$ cat src/rtl/tdm_demux8.sv
// Receive end of an 8-slot TDM serial line.
// Rebuilds each frame from din and presents it on D.
module tdm_demux8 #(
    parameter int SLOTS = 8,
    parameter int SEL_W = $clog2(SLOTS)
) (
    input  logic             clk,
    input  logic             rst,
    input  logic             G,
    input  logic             sync,
    input  logic             din,
    output logic [SLOTS-1:0] D,
    output logic             valid,
    output logic             frame_err,
    output logic [SEL_W-1:0] sel_show,
    output logic             lock_show
);

    typedef enum logic {
        HUNT = 1'b0,
        RECV = 1'b1
    } state_t;

    localparam logic [SEL_W-1:0] LAST = SEL_W'(SLOTS - 1);
    localparam logic [SEL_W-1:0] ONE  = SEL_W'(1);

    state_t           state, state_n;
    logic [SEL_W-1:0] cnt, cnt_n;
    logic [SLOTS-1:0] shadow, shadow_n;
    logic [SLOTS-1:0] d_n;
    logic             valid_n, err_n;

    always_ff @(posedge clk) begin
        if (rst) begin
            state     <= HUNT;
            cnt       <= '0;
            shadow    <= '0;
            D         <= '0;
            valid     <= 1'b0;
            frame_err <= 1'b0;
        end else begin
            state     <= state_n;
            cnt       <= cnt_n;
            shadow    <= shadow_n;
            D         <= d_n;
            valid     <= valid_n;
            frame_err <= err_n;
        end
    end

    always_comb begin
        state_n  = state;
        cnt_n    = cnt;
        shadow_n = shadow;
        d_n      = D;
        valid_n  = 1'b0;
        err_n    = 1'b0;
        if (!G) begin
            unique case (state)
                HUNT: begin
                    if (sync) begin
                        shadow_n[0] = din;
                        cnt_n       = ONE;
                        state_n     = RECV;
                    end
                end
                RECV: begin
                    if (cnt == '0) begin
                        if (sync) begin
                            shadow_n[0] = din;
                            cnt_n       = ONE;
                        end else begin
                            err_n    = 1'b1;
                            shadow_n = '0;
                            state_n  = HUNT;
                        end
                    end else if (sync) begin
                        // early marker restarts the frame at slot 0
                        err_n    = 1'b1;
                        shadow_n = SLOTS'(din);
                        cnt_n    = ONE;
                    end else if (cnt == LAST) begin
                        d_n     = {din, shadow[SLOTS-2:0]};
                        valid_n = 1'b1;
                        cnt_n   = '0;
                    end else begin
                        shadow_n[cnt] = din;
                        cnt_n         = cnt + ONE;
                    end
                end
                default: ;
            endcase
        end
    end

    always_comb begin
        sel_show  = cnt;
        lock_show = (state == RECV);
    end

endmodule

$ cat config.mk
export PLATFORM = sky130hd
export DESIGN_NAME = tdm_demux8
export DESIGN_NICKNAME = d
export VERILOG_FILES = /design/src/rtl/tdm_demux8.sv
export SDC_FILE = /design/constraint.sdc
export NUM_CORES = 1
export LEC_CHECK = 0
export ABC_AREA = 1
export CAP_MARGIN = 20
export CORE_AREA = 2 2 49 51
export CTS_BUF_LIST = sky130_fd_sc_hd__clkbuf_16
export DETAILED_ROUTE_END_ITERATION = 8
export DIE_AREA = 0 0 51 53
export GPL_TIMING_DRIVEN = 0
export PLACE_DENSITY_LB_ADDON = 0.1
export SLEW_MARGIN = 5
export SYNTH_ARGS = -nofsm -noshare
export SYNTH_HDL_FRONTEND = slang
export SYNTH_SLANG_ARGS = --single-unit
export TNS_END_PERCENT = 10
$ cat constraint.sdc
create_clock -name clk -period 2.45 [get_ports clk]
set_input_delay 0.735 -clock clk [delete_from_list [all_inputs] [get_ports clk]]
set_output_delay 0.735 -clock clk [all_outputs]
set_load 0.01 [all_outputs]
* After elaboration in Yosys (flattened, before gate mapping)
Cells that the tools add are included.
** Storage, ports and cells
- Register bits after elaboration :: 22
- Memories kept :: 0
- Logic and storage cells :: 47
- Bits in latches :: 0
- Memory bits (read-only) :: 0
- Bits of input ports :: 5
- Output and inout bits :: 14
- Bits in writable memories :: 0
** Operators by class
- Shift-type cells :: 0
- Eq/ne operators :: 5
- Reductions and logical operators :: 7
- Div/mod/pow operators :: 0
- Magnitude comparators :: 2
- Muxes and demuxes :: 21
- $add $sub $neg :: 1
- Multipliers :: 0
- Bitwise logic cells :: 4
** Operator list (count)
- $mux W8 :: 3
- $mux W3 :: 4
- $bwmux W8 :: 1
- $mux W1 :: 8
- $mux W7 :: 1
- $pmux W3 S2 :: 1
- $reduce_and A5 Y1 :: 1
- $reduce_or A5 Y1 :: 1
- $lt A3 B4 Y1 const B :: 1
- $ne A2 B2 Y1 const B :: 2
- $ne A4 B4 Y1 const B :: 1
- $not A1 Y1 :: 4
- $pmux W1 S2 :: 2
- $reduce_and A4 Y1 :: 1
- $add A3 B1 Y3 const B :: 1
- $demux W1 S3 :: 1
- $eq A3 B3 Y1 const B :: 1
- $ge A3 B1 Y1 const B :: 1
- $logic_not A3 Y1 :: 1
- $ne A3 B3 Y1 const B :: 1
- $reduce_and A3 Y1 :: 1
- $reduce_or A3 Y1 :: 1
- $logic_and A1 B1 Y1 :: 1

* Depth between registers and ports, before layout
- Word-level depth :: 9
- Mapped depth :: 12
- Gate-level depth less buffers :: 10

* Worst setup path before layout
OpenSTA, ideal clock, no wires.
- Path kind :: register -> register
- Start :: register cnt[0], in the netlist sel_show[0]
- End :: register D[0]
- Period minus slack after synthesis :: 1.803 ns
- Path slack :: 0.647 ns
- Data required time :: 2.380 ns
- Library setup time :: 0.070 ns
- Cell stages (with the launch flop) :: 11
- Arrival time :: 1.734 ns
- Path buffers :: 2
- Cell sequence :: dfxtp_1 > inv_1 > ha_1 > nand2_4 > ha_1 > buf_6 > nand2_1 > nor3_2 > buf_4 > o21ai_1 > a21oi_1
** Between the ends
- Longest elaborated chain between the ends :: 3
- Elaborated cells on any way between the ends :: 4
- Classes of those cells :: eq/ne (1); bitwise (1); reduce/logical (2)
** RTL lines
- start, declared :: RTL line 28 : logic [SEL_W-1:0] cnt, cnt_n;
- start signal, assigned :: RTL line 43 : cnt <= cnt_n;
- $logic_not A3 Y1 :: RTL line 68 : if (cnt == '0) begin
- $not A1 Y1 (no line)
- $reduce_and A5 Y1 (no line) *
- end signal, assigned :: RTL line 45 : D <= d_n;
- end, declared :: RTL line 12 : output logic [SLOTS-1:0] D,
Mark *: on every way between the ends. The rest lies on a longest branch, timed or not.
A chain may end at the register's enable or synchronous reset.

* Worst setup path after layout
- Start :: input port sync
- End :: register shadow[4]
** Between the ends
- Longest elaborated chain between the ends :: 2
- Elaborated cells on any way between the ends :: 5
- Classes of those cells :: eq/ne (2); mux (2); reduce/logical (1)
** RTL lines
- start, declared :: RTL line 10 : input logic sync,
- $ne A3 B3 Y1 (no line), or another cell as far along
- $reduce_and A4 Y1 (no line) / $mux W8 (equally long branches)
- end signal, assigned :: RTL line 44 : shadow <= shadow_n;
- end, declared :: RTL line 29 : logic [SLOTS-1:0] shadow, shadow_n;
Several ways; a longest one is shown, not always the timed one.

==> summary.txt <==
Critical path
  • Slowest CP cell: clkdlybuf4s50_1
  • CP top delay family: buffers and inverters
  • Internal reg-to-reg setup slack: 0.39 ns
  • CP required: 2.57 ns
  • Levels on crit path: 11
  • Critical setup path kind: input pin to flop
  • Startpoint types: input pin
  • Slowest stage delay, CP: 0.65 ns
  • Critical-path cell list: clkdlybuf4s50_1 > inv_1 > ha_1 > buf_6 > nand2_1 > inv_1 > nor2_4 > buf_6 > nand3_1 > nand2_1 > a21oi_1
  • Critical Path AT: 2.40 ns
  • Worst setup EP type: flop
  • End of the critical path: shadow[4]$_SDFFE_PP0P_
  • Worst Setup SP: sync
  • RR Startpoint: sel_show[0]$_SDFFE_PP0N_
  • Buf+Inv Stages, Crit Path: 5
  • Worst r2r dst: D[4]$_SDFFE_PP0P_
  • Max FO, Critical Path: 10
  • Worst Reg-to-Reg Cells: 10

STA
  • RSZ-0062 raised after global routing: false
  • Slew margin rel.: 68.4%
  • Setup TNS: 0 ns
  • Final Cycle Share: 93.2%
  • Worst Setup Slack, final: 0.166 ns
  • Finish-stage setup viols: 0
  • Final Skew: 0.00362 ns
  • Pin slew with the least headroom to its limit: 0.474 ns
  • Fin. Hold Viols: 0
  • Slew Viols, Final: 0
  • Min Tclk post-route: 2.28 ns
  • Fmax: 438 MHz

Final layout
  • Register area: 420 um2
  • Area grow syn2layout: 27.4%
  • Area of the multi-input gates: 539 um2
  • Share of cells above drive strength 1: 9.88%
  • Layout Cells excl Fill: 200
  • Fin area: 0.00137 mm2
  • Antenna cells: 0
  • Filler Cell Count: 197
  • Final Net Count: 183

Power
  • Pwr/cell area: 564 mW/mm2
  • Static leakage: 0.628 nW
  • VDD IR max: 0.328 mV
  • Total power: 0.000774 W

Place
  • PortBufs: 18
  • Final HPWL DP: 1750 um
  • Area after DPL: 0.00129 mm2
  • Setup WS pre-CTS: -0.0945 ns
  • Placed cells: 196
  • Gpl congestion: 0.841

Drt
  • Routed WL per cell: 12.1 um
  • Via count: 1038
  • Metal-1 WL: 1120 um
  • Routed WL: 2420 um
  • Antenna viol nets, final: 0
  • Detailed Routing Iterations Pass 1: 4
  • Met3 WL: 90 um
  • DR vias/cell: 5.19
  • Initial DRC count: 26
  • Max Used Layer: met4
  • DRC: 0
  • Met2 Wirelength: 1150 um

Job
  • Max Cap Viol: 0

Die
  • Die height: 53 um
  • Initial core utilization: 50.1%
  • # IOs: 19
  • Die footprint: 0.00270 mm2
  • Core ar.: 0.00215 mm2
  • Num rows: 17
  • Die Wd: 51 um

Logic synthesis
  • Yosys reg bits: 21
  • Top-count cell post-synth: nand2_1
  • Post-synth EDFFs: 0
  • Synth top area share: 39.1%
  • Mapped cell area: 0.00108 mm2
  • Sequential element share of the synthesized area: 39.1%
  • Synth unique cells: 24
  • Gate Count Post-Synth: 150
  • Avg Cell Area, Syn: 7.17 um2
  • Syn nets: 160
  • Top cells by area, synth: dfxtp_1 (39%), nand3_1 (9.8%), nand2_1 (9.1%)
  • Most used flip-flop cell after synthesis: dfxtp_1
  • YS warnings: 0
  • Synth async-reset ratio: 0%
  • Most frequent cells after synthesis: nand2_1 (26), dfxtp_1 (21), nand3_1 (21)
  • Cell accounting for the most synthesized area: dfxtp_1

CTS
  • Post-CTS Setup Bufs: 0
  • CTS tree: yes
  • CTS H-tree depth: 1
  • Root buf cell: clkbuf_16
  • Clock tree buffer depth: 2
  • # resized after CTS: 0
  • Hold_buf cts: 0
  • Clock sinks: 21
  • Cts bufs inserted: 3
  • Worst-Skew Late Latency: 0.25 ns
  • Clk slew on worst S/H paths: 0.06 ns

Global routing
  • GRT Overall Usage: 21.2%
  • Vias in the first global route: 978
  • Largest net degree at the start of global routing: 13
  • Gr ovfl total: 0
  • Initial antenna violation count: 0
  • First-pass GRT wire length: 4230 um

Status
  • Outcome: complete, no violations

Min path
  • Worst min path class: flop to flop
==> area by class of cell <==
| class | instances | area share, % |
|---|---|---|
| Clock buffer | 3 | 5.47 |
| Clock inverter | 1 | 0.365 |
| Buffer | 5 | 2.74 |
| Sequential cell | 21 | 30.7 |
| Timing Repair Buffer | 18 | 13.1 |
| Tap cell | 28 | 2.55 |
| Multi-Input combinational cell | 103 | 39.3 |
| Inverter | 21 | 5.75 |
==> per-layer routing <==
metal,GRT usage [%],vias to the layer above
li1,-,526
met1,25.8,482
met2,34.8,23
met3,4.24,7
met4,12.2,0
met5,0,-
==> logic make-up after synthesis <==
group | share of synthesized area [%]
buf+inv | 10.8
simple gates | 33.8
fa+ha+maj | 5.81
flops | 39.1
compound gates | 10.5
==> flip-flops by register name (all words and copies together), names as in the netlist <==
| name | flops |
|---|---|
| shadow | 7 |
| frame_err | 1 |
| lock_show | 1 |
| sel_show | 3 |
| valid | 1 |
| D | 8 |
==> cell usage in the layout, fill, tap and decap left out <==
cell type         n
nand2_1          26
a211oi_1          1
nor2_2            1
buf_6             2
nand3_1          21
o21ai_1           3
inv_1            19
ha_1              5
nor3_2            1
nor2_4            1
buf_1             1
dfxtp_1          21
nand4_1           1
a21oi_1          11
nand2_2           3
clkdlybuf4s50_1  18
clkbuf_1          1
o21ai_0           7
nor2_1           17
nor3_1            2
inv_2             2
nor3b_1           1
nand2_4           1
nor3_4            1
buf_4             1
clkbuf_16         3
clkinv_2          1
==> worst min-delay path by stage <==
stage	slack (ns)	startpoint	end	cells after the start
6_report	0.47	shadow[0]$_SDFFE_PP0P_	D[0]$_SDFFE_PP0P_	2
5_1_grt	0.50	shadow[1]$_SDFFE_PP0P_	shadow[1]$_SDFFE_PP0P_	2
4_1_cts	0.47	shadow[3]$_SDFFE_PP0P_	shadow[3]$_SDFFE_PP0P_	2
3_5_place_dp	0.46	shadow[1]$_SDFFE_PP0P_	shadow[1]$_SDFFE_PP0P_	2
3_3_place_gp	0.45	shadow[6]$_SDFFE_PP0P_	shadow[6]$_SDFFE_PP0P_	2
2_1_floorplan	0.43	shadow[0]$_SDFFE_PP0P_	D[0]$_SDFFE_PP0P_	2
==> where the power goes <==
group | total [W] | switching, W | internal (W)
sequential | 0.000351 | 0.00000520 | 0.000346
clock | 0.000349 | 0.000129 | 0.000219
combinational | 0.0000744 | 0.0000449 | 0.0000294
total | 0.000774 | 0.000180 | 0.000594
==> per-stage QoR <==
stage	util [%]	hold WS (ns)
2_1_floorplan	-	0.430
3_3_place_gp	60.1	0.455
3_5_place_dp	60.1	0.460
4_1_cts	63.8	0.474
5_1_grt	63.8	0.500
6_report	63.8	0.467
==> worst min-delay path, cell delays in order, from the launching register on <==
cell     delay [ns]
dfxtp_1        0.29
inv_1          0.06
a21oi_1        0.06
Note: power is estimated with default switching activity, not from simulation.
